### config.mk
export PLATFORM = sky130hd
export DESIGN_NAME = pipe_reg_chain
export DESIGN_NICKNAME = d
export VERILOG_FILES = /design/src/rtl/pipe_reg_chain.sv
export SDC_FILE = /design/constraint.sdc
export NUM_CORES = 1
export LEC_CHECK = 0
export CAP_MARGIN = 20
export CORE_AREA = 4 4 204 206
export CTS_CLUSTER_SIZE = 12
export DETAILED_ROUTE_END_ITERATION = 7
export DIE_AREA = 0 0 208 210
export PLACE_DENSITY_LB_ADDON = 0.12
export SLEW_MARGIN = 20
export SYNTH_ARGS = -nofsm -noshare
export SYNTH_HDL_FRONTEND = slang
export SYNTH_SLANG_ARGS = --single-unit
export TNS_END_PERCENT = 5
### constraint.sdc
create_clock -name CLK -period 2.6 [get_ports CLK]
set_input_delay 0.78 -clock CLK [delete_from_list [all_inputs] [get_ports CLK]]
set_output_delay 0.78 -clock CLK [all_outputs]
set_load 0.01 [all_outputs]
### src/rtl/pipe_reg_chain.sv
// pipe_reg_chain: uniform bank of inter-stage pipeline registers.
//
// Register 0 is the youngest (nearest fetch). Each register carries a WIDTH-bit
// payload and a valid bit. It can hold, take a bubble, or load the incoming slice.
// The highest asserted stall bit wins: that register bubbles and every younger
// register holds. A global freeze holds everything.
//
// Optional feature macro: PIPE_REG_STATS_EN adds stall_cycles and bubble_count
// statistics counters with a stats_clr input. When the macro is undefined those
// ports and counters do not exist.
module pipe_reg_chain #(
  parameter int unsigned STAGES = 4,
  parameter int unsigned WIDTH  = 64
) (
  input  logic                    CLK,
  input  logic                    RST,
  input  logic                    freeze,
  input  logic [STAGES-1:0]       stall,
  input  logic [STAGES-1:0]       flush,
  input  logic [STAGES-1:0]       valid_n,
  input  logic [STAGES*WIDTH-1:0] data_n,
  output logic [STAGES-1:0]       valid,
  output logic [STAGES*WIDTH-1:0] data,
  output logic [STAGES-1:0]       advance,
  output logic                    front_en
`ifdef PIPE_REG_STATS_EN
  ,
  input  logic                    stats_clr,
  output logic [31:0]             stall_cycles,
  output logic [31:0]             bubble_count
`endif
);

  logic [STAGES*WIDTH-1:0] data_q;
  logic [STAGES-1:0]       valid_q;

  // stall_above[k]: some stall bit with index > k is set, so register k must hold.
  logic [STAGES-1:0] stall_above;
  // bubble_sel[k]: register k takes a bubble if it advances this cycle.
  logic [STAGES-1:0] bubble_sel;
  // bubble_load[k]: register k actually captures a bubble this cycle.
  logic [STAGES-1:0] bubble_load;
  logic              stall_any;

  assign stall_any = |stall;

  // Stall arbitration: find registers below the highest stall bit.
  always_comb begin
    stall_above = '0;
    for (int unsigned k = 0; k < STAGES; k++) begin
      for (int unsigned j = k + 1; j < STAGES; j++) begin
        stall_above[k] = stall_above[k] | stall[j];
      end
    end
  end

  // Per-register control: advance strobes and bubble selection.
  always_comb begin
    advance     = '0;
    bubble_sel  = '0;
    bubble_load = '0;
    for (int unsigned k = 0; k < STAGES; k++) begin
      advance[k]     = !RST && !freeze && !stall_above[k];
      // A stall bit that is not subsumed marks the bubbling register; flush adds to it.
      bubble_sel[k]  = (stall[k] && !stall_above[k]) || flush[k];
      bubble_load[k] = advance[k] && bubble_sel[k];
    end
  end

  // Fetch may only move when nothing in the pipe is held.
  always_comb begin
    front_en = !RST && !freeze && !stall_any;
  end

  // Register bank: clear on reset, otherwise bubble or load when advancing.
  for (genvar k = 0; k < STAGES; k++) begin : g_reg
    always_ff @(posedge CLK) begin
      if (RST) begin
        data_q[k*WIDTH +: WIDTH] <= '0;
        valid_q[k]               <= 1'b0;
      end else if (advance[k]) begin
        if (bubble_sel[k]) begin
          data_q[k*WIDTH +: WIDTH] <= '0;
          valid_q[k]               <= 1'b0;
        end else begin
          data_q[k*WIDTH +: WIDTH] <= data_n[k*WIDTH +: WIDTH];
          valid_q[k]               <= valid_n[k];
        end
      end
    end
  end

  assign data  = data_q;
  assign valid = valid_q;

`ifdef PIPE_REG_STATS_EN
  logic [31:0] stall_cnt_q,  stall_cnt_d;
  logic [31:0] bubble_cnt_q, bubble_cnt_d;
  logic [31:0] bubble_inc;
  logic [32:0] bubble_sum;

  // Count registers taking a bubble this cycle.
  always_comb begin
    bubble_inc = '0;
    for (int unsigned k = 0; k < STAGES; k++) begin
      bubble_inc = bubble_inc + 32'(bubble_load[k]);
    end
  end

  // Saturating next-state for both counters; clear wins over increment.
  always_comb begin
    stall_cnt_d  = stall_cnt_q;
    bubble_cnt_d = bubble_cnt_q;
    bubble_sum   = {1'b0, bubble_cnt_q} + {1'b0, bubble_inc};
    if (stats_clr) begin
      stall_cnt_d  = '0;
      bubble_cnt_d = '0;
    end else begin
      if ((freeze || stall_any) && (stall_cnt_q != 32'hFFFF_FFFF)) begin
        stall_cnt_d = stall_cnt_q + 32'd1;
      end
      bubble_cnt_d = bubble_sum[32] ? 32'hFFFF_FFFF : bubble_sum[31:0];
    end
  end

  // Statistics registers.
  always_ff @(posedge CLK) begin
    if (RST) begin
      stall_cnt_q  <= '0;
      bubble_cnt_q <= '0;
    end else begin
      stall_cnt_q  <= stall_cnt_d;
      bubble_cnt_q <= bubble_cnt_d;
    end
  end

  assign stall_cycles = stall_cnt_q;
  assign bubble_count = bubble_cnt_q;
`endif

endmodule

==> flow_summary_export.csv, run 1 <==
group,metric,value,unit
worst_setup_path,crit_chain,"buf_2 > buf_6 > nor3_4 > and2_4 > buf_6 > nor2b_1 > buf_2",
worst_setup_path,r2r-end,"valid[0]$_SDFFE_PP0P_",
yosys,synth_area_leader_cell,"dfxtp_1",
yosys,synth_area,9340,µm²
job,maxCapViolations,0,
worst_setup_path,crit_start,"stall[3]",
yosys,yosysTopAreaCellShare,0.557,
placed_design,routabilityCongestion,0.778,
layout,fillers,3943,
global_routing,antenna_found_initial,7,
worst_setup_path,arrival,1.79,ns
global_routing,use_met2,0.301,
die,fp.dieH,210,µm
drt,drt_iter0_drc,566,
global_routing,first_global_vias,9600,
yosys,ys_seq_area_frac,0.557,
worst_setup_path,critPathKind,"in2out",
yosys,synth.ff_latch_count,260,
clock_network,cts_sinks,260,
clock_network,clock_path_buffers,3,
drt,drt_pass1_iterations,4,
worst_hold_path,whs_path_depth,2,
yosys,synth_area_leaders,"dfxtp_1 56%, nand3_1 7.0%, a32oi_1 6.1%",
drt,drc,0,
worst_setup_path,ff2ff_path_depth,2,
worst_setup_path,cp_num_cells,7,
placed_design,dpl.hpwl,28800,µm
drt,ant_nets,0,
worst_setup_path,path_buf_inv,4,
sta,fmax,0.389,GHz
worst_setup_path,cp_slowest_cell,"nor3_4",
global_routing,grt_use_met3,0.0674,
global_routing,met1_usage,0.209,
worst_setup_path,slowest_delay,0.18,ns
sta,finalHoldViolCount,0,
layout,stdcell_count,2078,
sta,finClkSkew,0,ns
die,fp.dieArea,43700,µm²
layout,fin_area,16300,µm²
clock_network,cts.root.buffer_cell,"clkbuf_16",
layout,final_nets,1797,
sta,maxSlewHeadroom,0.333,
sta,rsz0062_at_grt,"yes",
die,dieWidth,208,µm
yosys,yosysWarnings,0,
layout,drive_gt1_frac,0.0647,
worst_setup_path,r2r-start,"valid[0]$_SDFFE_PP0P_",
clock_network,clk_latency,0.51,ns
die,core,39600,µm²
sta,fin_crit,2.57,ns
layout,syn_to_final_growth,74.6,%
worst_setup_path,worstPathRequired,1.82,ns
die,start_util,0.236,
yosys,ys_types,22,
drt,viasPerCell,4.66,
worst_setup_path,cp-endpoint,"front_en",
worst_setup_path,end_kind,"primary output",
drt,wire_per_inst,20.4,µm
pwr,p_leak,5.40,nW
pwr,cellPowerDensity,579,nW/µm²
sta,finalSetupViolCount,0,
die,rows,73,
sta,tightest_slew,1.00,ns
placed_design,placed_area,15200,µm²
worst_setup_path,rrSetupSlack,1.84,ns
pwr,vdd_drop_max,0.000405,V
worst_setup_path,path_max_fanout,3,
run_status,status,"finished, final reports clean",
sta,timing.final.crit_share,0.989,
clock_network,cts_tree,"done",
placed_design,place_inst,2012,
placed_design,numPortBuffers,535,
worst_setup_path,critPathLaunchType,"primary input",
die,boundaryPins,536,
yosys,synth_nets,1307,
global_routing,grt_start_max_net_pins,100,
clock_network,htreeDepth,2,
global_routing,grt_pass1_wl,61800,µm
clock_network,cts_inserted_buffers,34,
global_routing,grt_usage,0.179,
clock_network,path_clk_slew,0.05,ns
yosys,syn_avg_cell_area,9.01,µm²
drt,vias,9681,
clock_network,cts_hold_buf,0,
drt,routed_wl,42300,µm
global_routing,busiest_layer,"met2",
global_routing,grt-ovfl-total,0,
yosys,syn_inst,1036,
worst_setup_path,cp_top_family,"buffers and inverters",
sta,drv_slew,0,
worst_hold_path,hold_path.class,"reg2reg",
worst min-delay path: cells and delay by family, from the launching register on:
family | cells | cell delay, ns
compound gates | 1 | 0.05
flops | 1 | 0.30
simple gates | 1 | 0.05
worst min-delay path by stage:
stage	startpoint	endpoint	slack [ns]
floorplan	data[100]$_SDFFE_PP0P_	data[100]$_SDFFE_PP0P_	0.48
global placement	data[73]$_SDFFE_PP0P_	data[73]$_SDFFE_PP0P_	0.44
detailed placement	data[87]$_SDFFE_PP0P_	data[87]$_SDFFE_PP0P_	0.44
CTS	data[87]$_SDFFE_PP0P_	data[87]$_SDFFE_PP0P_	0.45
global route	data[78]$_SDFFE_PP0P_	data[78]$_SDFFE_PP0P_	0.46
finish	data[87]$_SDFFE_PP0P_	data[87]$_SDFFE_PP0P_	0.45
cell families after synthesis:
logic type / after synthesis / synth area share
and+or+nand+nor: 333 / 0.153
AOI/OAI and AO/OA: 261 / 0.210
DFF: 260 / 0.557
buffers and inverters: 182 / 0.0797
registers in the layout (all words and copies together), names as in the netlist:
name	count
valid	4
data	256
cell usage in the layout (no fill, tap or decap), types with 2 or more instances in the layout:
cell and n:
o32ai_1 65, a32oi_1 65, buf_2 5, clkbuf_16 37
nor2_1 130, buf_4 24, clkinv_2 4, a21oi_1 65
clkinvlp_4 3, nand2_1 65, inv_1 65, diode_2 7
nor2_4 2, clkdlybuf4s50_1 525, nand3_1 130, clkbuf_1 7
a22oi_1 65, buf_6 3, clkdlybuf4s15_2 2, clkbuf_8 6
buf_12 6, dfxtp_1 260
metal layers:
layer	up-vias	share of wire	routed length [µm]
met5	-	0.00028	12
met1	4555	0.39	16700
met3	76	0.085	3600
met2	364	0.49	20700
met4	2	0.031	1320
li1	4684	-	-
stage by stage:
step	power, mW	setup slack, ns	setup TNS, ns	hold slack [ns]	util
after global placement	5.02	-0.933	-118.55	0.437	0.383
final	9.43	0.0280	0	0.447	0.411
after global routing	9.84	-0.0172	-0.0172	0.465	0.411
after CTS	9.63	0.00211	0	0.450	0.411
after floorplan	4.40	0.0165	0	0.476	-
after detailed placement	5.02	-0.922	-113.16	0.442	0.383
report_power, final:
part	switching, mW	internal [mW]	leakage (nW)
logic	0.380	0.505	2.78
clock network	1.79	2.71	0.516
registers	0.0210	4.03	2.10
timing repair:
action / in CTS / in global routing
pin swaps: 2 / 0
setup endpoints to repair: 103 / 2
setup buffers: 3 / 0
resized for setup: 32 / 1
synth_stat cells:
cell / instances
nor2b_1: 1
buf_4: 9
buf_2: 16
o32ai_1: 65
a21oi_1: 65
inv_1: 67
buf_1: 7
nor3_1: 1
inv_2: 1
nor2_1: 132
nand2_1: 65
nor4_1: 1
a22oi_1: 65
and2_1: 1
a211o_1: 1
buf_6: 1
a32oi_1: 65
or4_1: 1
or3_1: 1
clkbuf_1: 81
nand3_1: 130
dfxtp_1: 260
layout make-up:
class	instances	area, µm²	area share
antenna	7	17.5	0.00107
clock buffer	49	1020	0.0626
clock inverter	7	42.5	0.00261
inverter	68	258	0.0158
multi-input combinational	594	3430	0.211
sequential	260	5200	0.319
tap	525	657	0.0403
timing repair buffer	568	5670	0.348
Note: power is estimated with default switching activity, not from simulation.
==> run 2: changes to the inputs <==
--- a/config.mk
+++ b/config.mk
@@ -6,10 +6,10 @@
 export NUM_CORES = 1
 export LEC_CHECK = 0
 export CAP_MARGIN = 20
-export CORE_AREA = 4 4 204 206
+export CORE_AREA = 2 2 208 210
 export CTS_CLUSTER_SIZE = 12
 export DETAILED_ROUTE_END_ITERATION = 7
-export DIE_AREA = 0 0 208 210
+export DIE_AREA = 0 0 210 212
 export PLACE_DENSITY_LB_ADDON = 0.12
 export SLEW_MARGIN = 20
 export SYNTH_ARGS = -nofsm -noshare
==> constraint.sdc (replaced) <==
create_clock -name CLK -period 2.4 [get_ports CLK]
set_input_delay 0.72 -clock CLK [delete_from_list [all_inputs] [get_ports CLK]]
set_output_delay 0.72 -clock CLK [all_outputs]
set_load 0.01 [all_outputs]
==> run 2 against run 1 <==
  * Routed wire length decreased by 3.1%
  * Flip-flop and latch count did not move
  * Clock-buffer cell count up 2
  * Largest cell class unchanged
  * Hold slack hardly changed
  * Global-route usage down 0.41 points
  * Clock power is 11% higher
  * Critical path depth fell by 2
  * Core utilization decreased by 2.7 points
  * First-iteration DRC count is 9.2% lower
  * Largest power group unchanged
  * Cell count increased by 0.91%
==> flow_summary_export.csv, run 2 (same netlist as run 1, synthesis figures left out) <==
group,metric,value,unit
drt,viasPerCell,4.59,
die,rows,76,
drt,wire_per_inst,19.5,µm
layout,syn_to_final_growth,75.1,%
global_routing,antenna_found_initial,5,
die,fp.dieArea,44500,µm²
worst_setup_path,critPathKind,"in2out",
drt,ant_nets,0,
clock_network,path_clk_slew,0.05,ns
sta,drv_slew,0,
drt,vias,9629,
layout,largest_register_ffs,256,
pwr,switchingPower,2.38,mW
die,dieWidth,210,µm
worst_setup_path,r2r-start,"data[26]$_SDFFE_PP0P_",
placed_design,dpl.hpwl,27800,µm
drt,drt_iter0_drc,514,
layout,fillers,4289,
layout,multi_input_area,3440,µm²
job,maxCapViolations,0,
sta,rsz0062_at_grt,"yes",
worst_setup_path,arrival,1.65,ns
clock_network,cts_hold_buf,0,
sta,fmax,0.422,GHz
pwr,vdd_drop_max,0.000422,V
worst_setup_path,critPathLaunchType,"primary input",
sta,fin_crit,2.37,ns
global_routing,first_global_vias,9523,
sta,timing.final.crit_share,0.987,
sta,finalSetupViolCount,0,
worst_setup_path,path_max_fanout,3,
sta,finalHoldViolCount,0,
drt,routed_wl,41000,µm
worst_hold_path,min_from,"data[87]$_SDFFE_PP0P_",
drt,drt_pass1_iterations,5,
run_status,status,"finished, final reports clean",
clock_network,post_cts_buffers,0,
sta,setup_tns,0,ns
worst_hold_path,whs_path_depth,2,
worst_setup_path,worstPathRequired,1.68,ns
die,boundaryPins,536,
worst_setup_path,ff2ff_path_depth,2,
sta,finClkSkew,0,ns
sta,maxSlewHeadroom,0.399,
placed_design,routabilityCongestion,0.743,
pwr,pwr-share-clk,0.483,
placed_design,numPortBuffers,535,
clock_network,clk_latency,0.52,ns
layout,layout_common_cells,"525 x clkdlybuf4s50_1, 260 x dfxtp_1, 130 x nor2_1, 130 x nand3_1",
sta,tightest_slew,0.902,ns
worst_setup_path,end_kind,"primary output",
layout,mostFrequentLayoutCell,"clkdlybuf4s50_1",
layout,fin_area,16400,µm²
worst_hold_path,min_to,"data[87]$_SDFFE_PP0P_",
pwr,p_int,7.95,mW
worst_hold_path,hold_path.class,"reg2reg",
layout,drive_gt1_frac,0.0665,
die,fp.dieH,212,µm
worst_setup_path,r2r-end,"data[26]$_SDFFE_PP0P_",
placed_design,placed_area,15300,µm²
clock_network,clock_path_buffers,3,
layout,seq_area,5200,µm²
clock_network,cts_sinks,260,
global_routing,grt_pass1_wl,59900,µm
clock_network,cts.root.buffer_cell,"clkbuf_16",
pwr,power,10.3,mW
die,core,42500,µm²
pwr,cellPowerDensity,632,nW/µm²
pwr,p_comb_frac,0.093,
drt,drc,0,
worst_setup_path,rrSetupSlack,1.66,ns
pwr,p_leak,5.42,nW
pwr,switching_share,0.230,
pwr,seqPwrFrac,0.425,
layout,final_nets,1800,
die,start_util,0.220,
clock_network,cts_tree,"done",
global_routing,grt_start_max_net_pins,107,
global_routing,grt-ovfl-total,0,
clock_network,cts_inserted_buffers,34,
global_routing,grt_usage,0.175,
clock_network,htreeDepth,2,
-- run 2: final cells by class --
cell class	count	area share
Inverter	68	0.0159
Sequential cell	260	0.318
Timing Repair Buffer	571	0.347
Tap cell	546	0.0418
Clock inverter	4	0.00314
Clock buffer	51	0.0627
Antenna cell	3	0.000459
Multi-Input combinational cell	594	0.210
-- run 2: worst max-delay path by stage --
stage,from,to,slack [ns],cells after the start
6_report,stall[3],advance[2],0.03,5
3_3_place_gp,stall[3],advance[2],-0.95,5
2_1_floorplan,stall[2],advance[1],0.02,4
3_5_place_dp,stall[3],advance[2],-0.95,5
5_1_grt,stall[3],front_en,-0.002,6
4_1_cts,stall[3],front_en,0.003,6
-- run 2: repair_timing --
action	4_1_cts	5_1_grt
resized for setup	36	1
pin swaps	4	2
setup endpoints to repair	173	3
-- run 2: through the flow --
stage	util	hold WS [ns]	setup WS [ns]	instances
floorplan	-	0.476	0.0167	1036
global placement	0.359	0.436	-0.948	2039
detailed placement	0.359	0.444	-0.948	2039
CTS	0.384	0.452	0.00267	2094
global route	0.385	0.463	-0.00241	2097
finish	0.385	0.447	0.0317	2097
-- run 2: power by group through the flow --
stage | combinational, mW | sequential (mW) | clock [mW]
after floorplan | 0.267 | 4.50 | 0
after global placement | 0.966 | 4.48 | 0
after detailed placement | 0.964 | 4.48 | 0
after CTS | 0.969 | 4.38 | 5.19
after global routing | 1.02 | 4.39 | 5.33
final | 0.958 | 4.38 | 4.98
-- run 2: layer usage --
layer	vias to the layer above	share of wire	wire length, µm	track usage
li1	4686	-	-	-
met1	4498	0.40	16400	0.207
met2	374	0.48	19800	0.291
met3	67	0.084	3450	0.0603
met4	4	0.032	1290	0.0729
met5	-	0.00076	31	0
-- run 2: critical path, cell delays in order --
cell and delay [ns]:
buf_4 0.12, buf_4 0.13, or3_4 0.37, inv_4 0.08
clkdlybuf4s15_2 0.22
==> run 3: changes to the inputs <==
--- a/config.mk
+++ b/config.mk
@@ -11,6 +11,7 @@
 export DETAILED_ROUTE_END_ITERATION = 7
 export DIE_AREA = 0 0 210 212
 export PLACE_DENSITY_LB_ADDON = 0.12
+export SETUP_SLACK_MARGIN = 0.02
 export SLEW_MARGIN = 20
 export SYNTH_ARGS = -nofsm -noshare
 export SYNTH_HDL_FRONTEND = slang
==> run 3 against run 2 <==
  * Global-route usage is the same
  * Core utilization is the same
  * Maximum frequency grew 1.5%
  * Clock power is essentially flat
  * Die area is the same
  * Cell count is the same
  * Routed wire length is essentially flat
  * First-iteration DRC count shrank 3.3%
  * Total power is essentially flat
  * Via count is essentially flat
  * Register-to-register slack is essentially flat
  * Non-clock buffer count is the same
  * Critical endpoint unchanged
==> flow_summary_export.csv, run 3 (same netlist as run 1, synthesis figures left out) <==
group,metric,value,unit
worst_setup_path,cp_slowest_cell,"or3_4",
global_routing,grt_usage,0.175,
layout,syn_to_final_growth,75.1,%
sta,finalHoldViolCount,0,
layout,largest_register_ffs,256,
clock_network,htreeDepth,2,
layout,fin_util,0.385,
clock_network,cts_tree,"done",
worst_setup_path,r2r-end,"data[26]$_SDFFE_PP0P_",
pwr,cellPowerDensity,631,nW/µm²
worst_setup_path,path_buf_inv,4,
placed_design,place_inst,2039,
sta,fin_crit,2.33,ns
worst_setup_path,slowest_delay,0.43,ns
worst_setup_path,critPathLaunchType,"primary input",
worst_setup_path,worstPathRequired,1.68,ns
sta,drv_slew,0,
worst_setup_path,cp-endpoint,"advance[2]",
worst_setup_path,crit_start,"stall[3]",
drt,drc,0,
pwr,vdd_drop_max,0.000422,V
drt,vias,9623,
die,start_util,0.220,
clock_network,path_clk_slew,0.05,ns
global_routing,grt_start_max_net_pins,107,
global_routing,grt_pass1_wl,59900,µm
layout,stdcell_count,2097,
layout,final_nets,1800,
worst_setup_path,r2r-start,"data[26]$_SDFFE_PP0P_",
clock_network,clock_path_buffers,3,
die,dieWidth,210,µm
die,rows,76,
global_routing,antenna_found_initial,5,
drt,routed_wl,41000,µm
die,fp.dieH,212,µm
drt,wire_per_inst,19.6,µm
clock_network,clk_latency,0.52,ns
worst_setup_path,path_max_fanout,3,
clock_network,cts_sinks,260,
clock_network,cts.root.buffer_cell,"clkbuf_16",
sta,maxSlewHeadroom,0.395,
die,core,42500,µm²
worst_hold_path,hold_path.class,"reg2reg",
worst_setup_path,cp_num_cells,5,
placed_design,dpl.hpwl,27800,µm
clock_network,cts_inserted_buffers,34,
sta,finClkSkew,0,ns
worst_setup_path,crit_top_cell,"buf_4",
pwr,p_leak,5.42,nW
placed_design,routabilityCongestion,0.743,
sta,finalSetupViolCount,0,
layout,drive_gt1_frac,0.0665,
drt,ant_nets,0,
drt,drt_pass1_iterations,6,
worst_setup_path,rrSetupSlack,1.66,ns
sta,tightest_slew,0.907,ns
drt,viasPerCell,4.59,
placed_design,numPortBuffers,535,
sta,setup_tns,0,ns
global_routing,grt-ovfl-total,0,
worst_setup_path,cp_top_family,"buffers and inverters",
global_routing,first_global_vias,9523,
drt,drt_iter0_drc,497,
worst_setup_path,ff2ff_path_depth,2,
worst_setup_path,arrival,1.61,ns
worst_setup_path,critPathKind,"in2out",
layout,mostFrequentLayoutCell,"clkdlybuf4s50_1",
clock_network,cts_hold_buf,0,
sta,fmax,0.429,GHz
job,maxCapViolations,0,
run_status,status,"finished, final reports clean",
sta,timing.final.crit_share,0.972,
die,boundaryPins,536,
worst_setup_path,end_kind,"primary output",
layout,layout_common_cells,"525 x clkdlybuf4s50_1, 260 x dfxtp_1, 130 x nor2_1, 130 x nand3_1",
worst_setup_path,crit_chain,"buf_4 > buf_4 > or3_4 > inv_4 > buf_2",
sta,rsz0062_at_grt,"yes",
die,fp.dieArea,44500,µm²
## run 3: cell count changes in the layout (fill, tap and decap cells not counted)
cell             change
clkdlybuf4s15_2      -1
buf_6                +1
## run 3: worst min path at each step
stage / slack, ns / endpoint / startpoint / cells after the start
floorplan: 0.48 / data[100]$_SDFFE_PP0P_ / data[100]$_SDFFE_PP0P_ / 2
global placement: 0.44 / data[68]$_SDFFE_PP0P_ / data[68]$_SDFFE_PP0P_ / 2
detailed placement: 0.44 / data[126]$_SDFFE_PP0P_ / data[126]$_SDFFE_PP0P_ / 2
CTS: 0.45 / data[64]$_SDFFE_PP0P_ / data[64]$_SDFFE_PP0P_ / 2
global route: 0.46 / data[125]$_SDFFE_PP0P_ / data[125]$_SDFFE_PP0P_ / 2
finish: 0.45 / data[87]$_SDFFE_PP0P_ / data[87]$_SDFFE_PP0P_ / 2
## run 3: metrics by stage
stage | area [µm²] | hold WS, ns | worst slack [ns] | power, mW
after floorplan | 9350 | 0.476 | 0.0167 | 4.76
after global placement | 15300 | 0.436 | -0.948 | 5.44
after detailed placement | 15300 | 0.444 | -0.948 | 5.44
after CTS | 16300 | 0.452 | 0.00418 | 10.5
after global routing | 16400 | 0.463 | 0.0192 | 10.7
final | 16400 | 0.447 | 0.0669 | 10.3
## run 3: layout make-up
type	count	area, µm²
Timing Repair Buffer	571	5680
Clock buffer	51	1030
Multi-Input combinational cell	594	3440
Tap cell	546	683
Fill cell	4288	26200
Antenna cell	3	7.51
Sequential cell	260	5200
Clock inverter	4	51.3
Inverter	68	260
## run 3: timing repair
item | in CTS | in global routing
hold endpoints to repair | 0 | 0
gates resized for setup | 38 | 2
endpoints found under the setup margin | 176 | 3
pin swaps | 4 | 3
buffers inserted | 0 | 0
## run 3: where the power goes
group	switching (mW)	internal [mW]	total (mW)
clock	1.95	3.04	4.98
combinational	0.410	0.548	0.958
sequential	0.0226	4.36	4.38
## run 3: layer usage
metal / track usage / part of all wire / vias to the layer above
li1: - / - / 4685
met1: 0.207 / 0.40 / 4486
met2: 0.291 / 0.48 / 381
met3: 0.0603 / 0.085 / 67
met4: 0.0729 / 0.032 / 4
met5: 0 / 0.00076 / -
## run 3: worst reg2reg max path, stage by stage, from the launching register on
cell and delay (ns):
dfxtp_1 0.32, inv_1 0.04, o32ai_1 0.27
